### src/rtl/mem_arbiter.sv
// Two-port memory arbiter with bounded hold and tie-break pointer.
// Grants are combinational; read data returns one cycle after grant.
module mem_arbiter #(
  parameter int unsigned MAX_HOLD = 4
) (
  input  logic       clk,
  input  logic       async_nreset,
  input  logic       req0,
  input  logic       req1,
  input  logic       we0,
  input  logic       we1,
  input  logic [7:0] addr0,
  input  logic [7:0] addr1,
  input  logic [7:0] wdata0,
  input  logic [7:0] wdata1,
  output logic       gnt0,
  output logic       gnt1,
  output logic       rvalid0,
  output logic       rvalid1,
  output logic [7:0] rdata,
  output logic [7:0] mem_addr_out,
  output logic [7:0] mem_data_out,
  output logic       mem_write,
  input  logic [7:0] mem_data_in
);

  typedef enum logic [1:0] {
    IDLE = 2'd0,
    OWN0 = 2'd1,
    OWN1 = 2'd2
  } state_t;

  localparam logic [3:0] HOLD = 4'(MAX_HOLD);

  state_t     state;
  state_t     state_nx;
  logic       ptr;
  logic       ptr_nx;
  logic [3:0] cnt;
  logic [3:0] cnt_nx;
  logic [3:0] cnt_inc;
  logic       hold_ok;
  logic       pick0;

  assign hold_ok = (cnt < HOLD);
  assign cnt_inc = (cnt == 4'hF) ? cnt : cnt + 4'd1;

  // Contention winner: owner keeps the bus until its hold runs out.
  always_comb begin
    pick0 = ptr;
    unique case (state)
      OWN0:    pick0 = hold_ok;
      OWN1:    pick0 = !hold_ok;
      default: pick0 = ptr;
    endcase
  end

  // Grant decode from current requests.
  always_comb begin
    gnt0 = 1'b0;
    gnt1 = 1'b0;
    unique case (1'b1)
      (req0 && !req1): gnt0 = 1'b1;
      (req1 && !req0): gnt1 = 1'b1;
      (req0 && req1): begin
        gnt0 = pick0;
        gnt1 = !pick0;
      end
      default: ;
    endcase
  end

  // Owner, pointer and hold-count update.
  always_comb begin
    state_nx = IDLE;
    ptr_nx   = ptr;
    cnt_nx   = 4'd0;
    unique case (1'b1)
      gnt0: begin
        state_nx = OWN0;
        ptr_nx   = 1'b0;
        cnt_nx   = (state == OWN0) ? cnt_inc : 4'd1;
      end
      gnt1: begin
        state_nx = OWN1;
        ptr_nx   = 1'b1;
        cnt_nx   = (state == OWN1) ? cnt_inc : 4'd1;
      end
      default: ;
    endcase
  end

  // Memory-side mux of the granted requester.
  always_comb begin
    mem_addr_out = 8'h00;
    mem_data_out = 8'h00;
    mem_write    = 1'b0;
    unique case (1'b1)
      gnt0: begin
        mem_addr_out = addr0;
        mem_data_out = wdata0;
        mem_write    = we0;
      end
      gnt1: begin
        mem_addr_out = addr1;
        mem_data_out = wdata1;
        mem_write    = we1;
      end
      default: ;
    endcase
  end

  assign rdata = (rvalid0 || rvalid1) ? mem_data_in : 8'h00;

  // Arbiter state and read-return flags.
  always_ff @(posedge clk or negedge async_nreset) begin
    if (!async_nreset) begin
      state   <= IDLE;
      ptr     <= 1'b1;
      cnt     <= 4'd0;
      rvalid0 <= 1'b0;
      rvalid1 <= 1'b0;
    end else begin
      state   <= state_nx;
      ptr     <= ptr_nx;
      cnt     <= cnt_nx;
      rvalid0 <= gnt0 && !we0;
      rvalid1 <= gnt1 && !we1;
    end
  end

endmodule
### config.mk
export PLATFORM = sky130hd
export DESIGN_NAME = mem_arbiter
export DESIGN_NICKNAME = d
export VERILOG_FILES = /design/src/rtl/mem_arbiter.sv
export SDC_FILE = /design/constraint.sdc
export NUM_CORES = 1
export LEC_CHECK = 0
export BUFFER_PORTS_ARGS = -buffer_cell sky130_fd_sc_hd__buf_2
export CORE_UTILIZATION = 39
export CTS_BUF_LIST = sky130_fd_sc_hd__clkbuf_8
export CTS_CLUSTER_SIZE = 8
export DETAILED_ROUTE_END_ITERATION = 8
export PLACE_DENSITY = 0.86
export SLEW_MARGIN = 20
export SYNTH_ARGS = -nofsm -noshare
export SYNTH_HDL_FRONTEND = slang
export SYNTH_SLANG_ARGS = --single-unit
### constraint.sdc
create_clock -name clk -period 4 [get_ports clk]
set_clock_uncertainty 0.2 [all_clocks]
set_input_delay 0.2 -clock clk [delete_from_list [all_inputs] [get_ports clk]]
set_output_delay 0.2 -clock clk [all_outputs]
set_load 0.03 [all_outputs]
# Yosys cells after proc, flatten, opt, wreduce, memory -nomap -nowiden
# Cells that the tools add are included.
# classes
n_mux	13
n_reduce_logical	13
n_addsub	1
magnitude_cmp	1
eq_ne	3
# op_table
cell	count
one-hot mux 8 bit (2 select lines)	2
two-way mux 4 bit	3
one-hot mux 1 bit (2 select lines)	5
two-way mux 8 bit	1
one-hot mux 4 bit (2 select lines)	1
logical NOT 1 bit	6
logical AND 1 bit	5
adder 4 x 1 -> 4 bit (second input constant)	1
equality test 4 bit (second input constant)	1
< comparator 4 x 3 -> 1 bit (second input constant)	1
one-hot mux 2 bit (2 select lines)	1
equality test 2 x 1 -> 1 bit (second input constant)	1
equality test 2 bit (second input constant)	1
nonzero test 2 bit	1
logical OR 1 bit	1
# word_totals
elab_cells	36
input_bits	46
output_inout_bits	29
reg_bits	9

# Logic depth before layout (Yosys ltp)
# depth
ltp_word	6
ltp_mapped	7

# Worst setup path after synthesis
# OpenSTA, ideal clock, no wires.
# synth_timing
path_kind	register to output
start	register state[0]
end	output port mem_addr_out[1]
arrival_time_ns	1.844
path_stages_with_launch	7
path_slack_ns	1.756
t_required_ns	3.600
n_path_buf	1
path_cell_list	dfrtp_1 -> inv_1 -> ha_1 -> o311ai_4 -> and2_2 -> buf_6 -> a22o_1
# synth_between
elab_chain_len	5
word_cells_on_any_way	7
classes_between	eq/ne: 2; mux: 4; reduce/logical: 1
# synth_rtl
element	line_no	text
from (decl)	35	state_t state;
from (signal assigned)	124	state <= state_nx;
equality test 2 bit or equality test 2 x 1 -> 1 bit (tied branches)	51	unique case (state)
one-hot mux 1 bit (2 select lines) (*)	51	
logical NOT 1 bit (*)	67	gnt1 = !pick0;
one-hot mux 1 bit (2 select lines) (*)	62	unique case (1'b1)
via gnt1	17	output logic gnt1,
one-hot mux 8 bit (2 select lines) (*)	98	unique case (1'b1)
to (decl)	21	output logic [7:0] mem_addr_out,
# The timed path passes the listed nets; every way through them passes the cells marked *.

# Final worst setup path
# layout_timing
start	register state[0]
end	output port mem_addr_out[6]
# layout_between
elab_chain_len	5
word_cells_on_any_way	7
classes_between	eq/ne: 2; mux: 4; reduce/logical: 1
# layout_rtl
element	line_no
equality test 2 bit or equality test 2 x 1 -> 1 bit (tied branches)	51
one-hot mux 1 bit (2 select lines) (*)	51
logical NOT 1 bit	67
one-hot mux 1 bit (2 select lines)	62
one-hot mux 8 bit (2 select lines) (*)	98
# Every way passes the cells marked *; elsewhere a longest branch is shown, timed or not.

==> results.json <==
{
  "outcome": "complete, no violations",
  "synth-xor-area-share_pct": 1.159,
  "hold_path_end": "ptr",
  "wl_per_cell_um": 12.07,
  "antenna_found_initial": 0,
  "yosysWarnings": 0,
  "dpl_worst_slack_ns": 1.572,
  "dpl.hpwl_mm": 1.713,
  "worst_setup_path_end_kind": "output pin",
  "crit_required_ns": 3.60,
  "vias": 864,
  "vias_per_cell": 4.937,
  "first_pass_iters": 4,
  "worst_setup_hold_path_clk_slew_ns": 0.05,
  "cts_sinks": 9,
  "netlist_area_um2": 755.7,
  "maxCapViolations": 0,
  "synth-edff-count": 0,
  "synth_top_family_by_area": "compound AO/OA/AOI/OAI gates",
  "grt_pass1_wl_mm": 2.835,
  "max_slew_margin_pct": 70.76,
  "post-route-period-util_pct": 67.62,
  "layout-area-overhead-vs-synth_pct": 57.28,
  "rsz0062_at_grt": "no",
  "rows": 15,
  "die_h_um": 46.02,
  "ir_worst_vdd_v": 0.0004019,
  "worst_slack_ns": 1.295,
  "final.fill_count": 155,
  "crit_fanout": 20,
  "whs_path_depth": 2,
  "syn_inst": 73,
  "core_area_um2": 1764,
  "r2r_slack_ns": 1.85,
  "worstSkewPairLatency_ns": 0.23,
  "route.detailed.drc": 0,
  "path_class": "reg2out",
  "layout_commonest_cell": "buf_2",
  "synthMuxAreaShare_pct": 2.815,
  "antenna-diode-count": 0,
  "start_kind": "flop",
  "syn-num-nets": 123,
  "grt_usage_pct": 19.02,
  "fin_crit_ns": 2.705,
  "initial_core_util_pct": 42.84,
  "htree_levels": 1,
  "synth-seq-cells": 9,
  "synthSimpleGateAreaFrac_pct": 21.03,
  "final_cell_mix": "74 x buf_2, 10 x a22o_2, 9 x nor2b_1",
  "root_buffer": "clkbuf_8",
  "max_freq_mhz": 369.7,
  "die_w_um": 46.02,
  "setup_viol": 0,
  "overflow": 0,
  "timing.final.hold_violations": 0,
  "placedCellCount": 169,
  "worst-r2r-cell-count": 5,
  "ios": 75,
  "hp-class": "in2reg",
  "leakage_nw": 0.6665,
  "wirelength_mm": 2.113,
  "globalplace.congestion": 0.8037,
  "ctsResizeCount": 0,
  "cpPeakStageDelay_ns": 0.46,
  "power_density_nw_per_um2": 535.2,
  "ys_types": 26,
  "cts_max_path_buffers": 2,
  "async_flop_share_pct": 100.0,
  "die_area_um2": 2118,
  "timing.setup.tns_ns": 0,
  "worst_pin_slew_ns": 0.4369,
  "tritoncts": "built",
  "hp-start": "req1",
  "synth_compound_area_share_pct": 32.95,
  "seq_area_frac_synth_pct": 29.97,
  "numCtsBuffers": 3,
  "post_cts_buffers": 0,
  "reg2reg_to": "cnt[0]",
  "avgSynthCellArea_um2": 10.35,
  "synth_adder_area_share_pct": 6.623,
  "hold_buffers": 2,
  "antenna_left": 0,
  "grt_max_degree": 21,
  "ys.flop_type": "dfrtp_1",
  "reg2reg_from": "state[0]",
  "power.total_w": 0.0006362,
  "path_cells": "inv_1 -> ha_1 -> o311ai_4 -> and2_2 -> a22o_2 -> buf_2",
  "critPathSlowestCell": "o311ai_4",
  "nets": 201,
  "slew_violations": 0,
  "drt_iter0_drc": 7,
  "fin_cells": 175,
  "grt_pass1_vias": 695,
  "portBuffers": 74,
  "crit_arrival_ns": 2.30,
  "drive_gt1_share_pct": 63.33
}
## Yosys cell counts (2+ instances only)
| cell type | count | area [um2] |
|---|---|---|
| a22o_2 | 10 | 100.1 |
| dfrtp_1 | 8 | 200.2 |
| buf_6 | 3 | 33.78 |
| and2_2 | 2 | 15.01 |
| ha_1 | 4 | 50.05 |
| a22o_1 | 8 | 70.07 |
| nand2_1 | 3 | 11.26 |
| inv_1 | 2 | 7.510 |
| nor2b_1 | 9 | 56.30 |
| nand2b_1 | 3 | 18.77 |
| o21a_1 | 2 | 15.01 |
| a21oi_1 | 3 | 15.01 |
| nand3_1 | 3 | 15.01 |
## worst max path at each step
| stage | end | depth (start not counted) | slack [ns] | start |
|---|---|---|---|---|
| after detailed placement | mem_addr_out[6] | 6 | 1.57 | state[0] |
| after CTS | mem_addr_out[6] | 6 | 1.32 | state[0] |
| final | mem_addr_out[6] | 6 | 1.30 | state[0] |
| after global placement | mem_data_out[4] | 6 | 1.62 | state[0] |
| after floorplan | mem_addr_out[1] | 6 | 1.76 | state[0] |
| after global routing | mem_addr_out[3] | 6 | 1.19 | state[0] |
## metrics by stage
step | cell area (um2) | hold slack [ns] | utilization (%)
after global routing | 1189 | 0.05961 | 67.38
after CTS | 1189 | 0.03963 | 67.38
final | 1189 | 0.04284 | 67.38
after detailed placement | 1124 | -0.1333 | 63.69
after global placement | 1124 | -0.1432 | 63.69
after floorplan | 755.7 | -0.2956 | -
## cell type report
cell class | count | area (um2) | share of cell area [%]
clock buffers | 3 | 41.29 | 3.474
repair buffers | 76 | 390.4 | 32.84
well taps | 25 | 31.28 | 2.632
clock inverters | 1 | 3.754 | 0.3158
multi-input cells | 59 | 488.0 | 41.05
inverters | 2 | 7.507 | 0.6316
flip-flops and latches | 9 | 226.5 | 19.05
## worst max-delay path, delay by kind of cell, from the launching register on
kind	cells	cell delay, ns
AOI/OAI and AO/OA	2	0.66
adders and majority gates	1	0.33
buffers and inverters	2	0.25
and+or+nand+nor	1	0.46
DFF	1	0.37
## layer usage
layer | global-route usage, % | vias to the layer above | routed length (um)
met5 | 0 | - | 0
met2 | 32.39 | 41 | 1099
met1 | 23.49 | 393 | 867
met3 | 2.381 | 5 | 111
li1 | - | 425 | -
met4 | 8.824 | 0 | 34
## sequential cells by signal, indices dropped and copies added (netlist names)
signal,flops
cnt,4
state,2
ptr,1
rvalid0,1
rvalid1,1
## cells by family after synthesis
kind of cell / Yosys count
compound gates: 27
xor+xnor: 1
fa+ha+maj: 4
buf+inv: 5
flops: 9
mux: 2
simple gates: 25
## power by group
| part | total, W | internal [W] | switching (W) |
|---|---|---|---|
| logic | 0.000403 | 0.000151 | 0.000253 |
| clock network | 0.000104 | 0.0000669 | 0.0000371 |
| registers | 0.000129 | 0.000114 | 0.0000149 |
| total | 0.000636 | 0.000331 | 0.000305 |
Note: power is estimated with default switching activity, not from simulation.
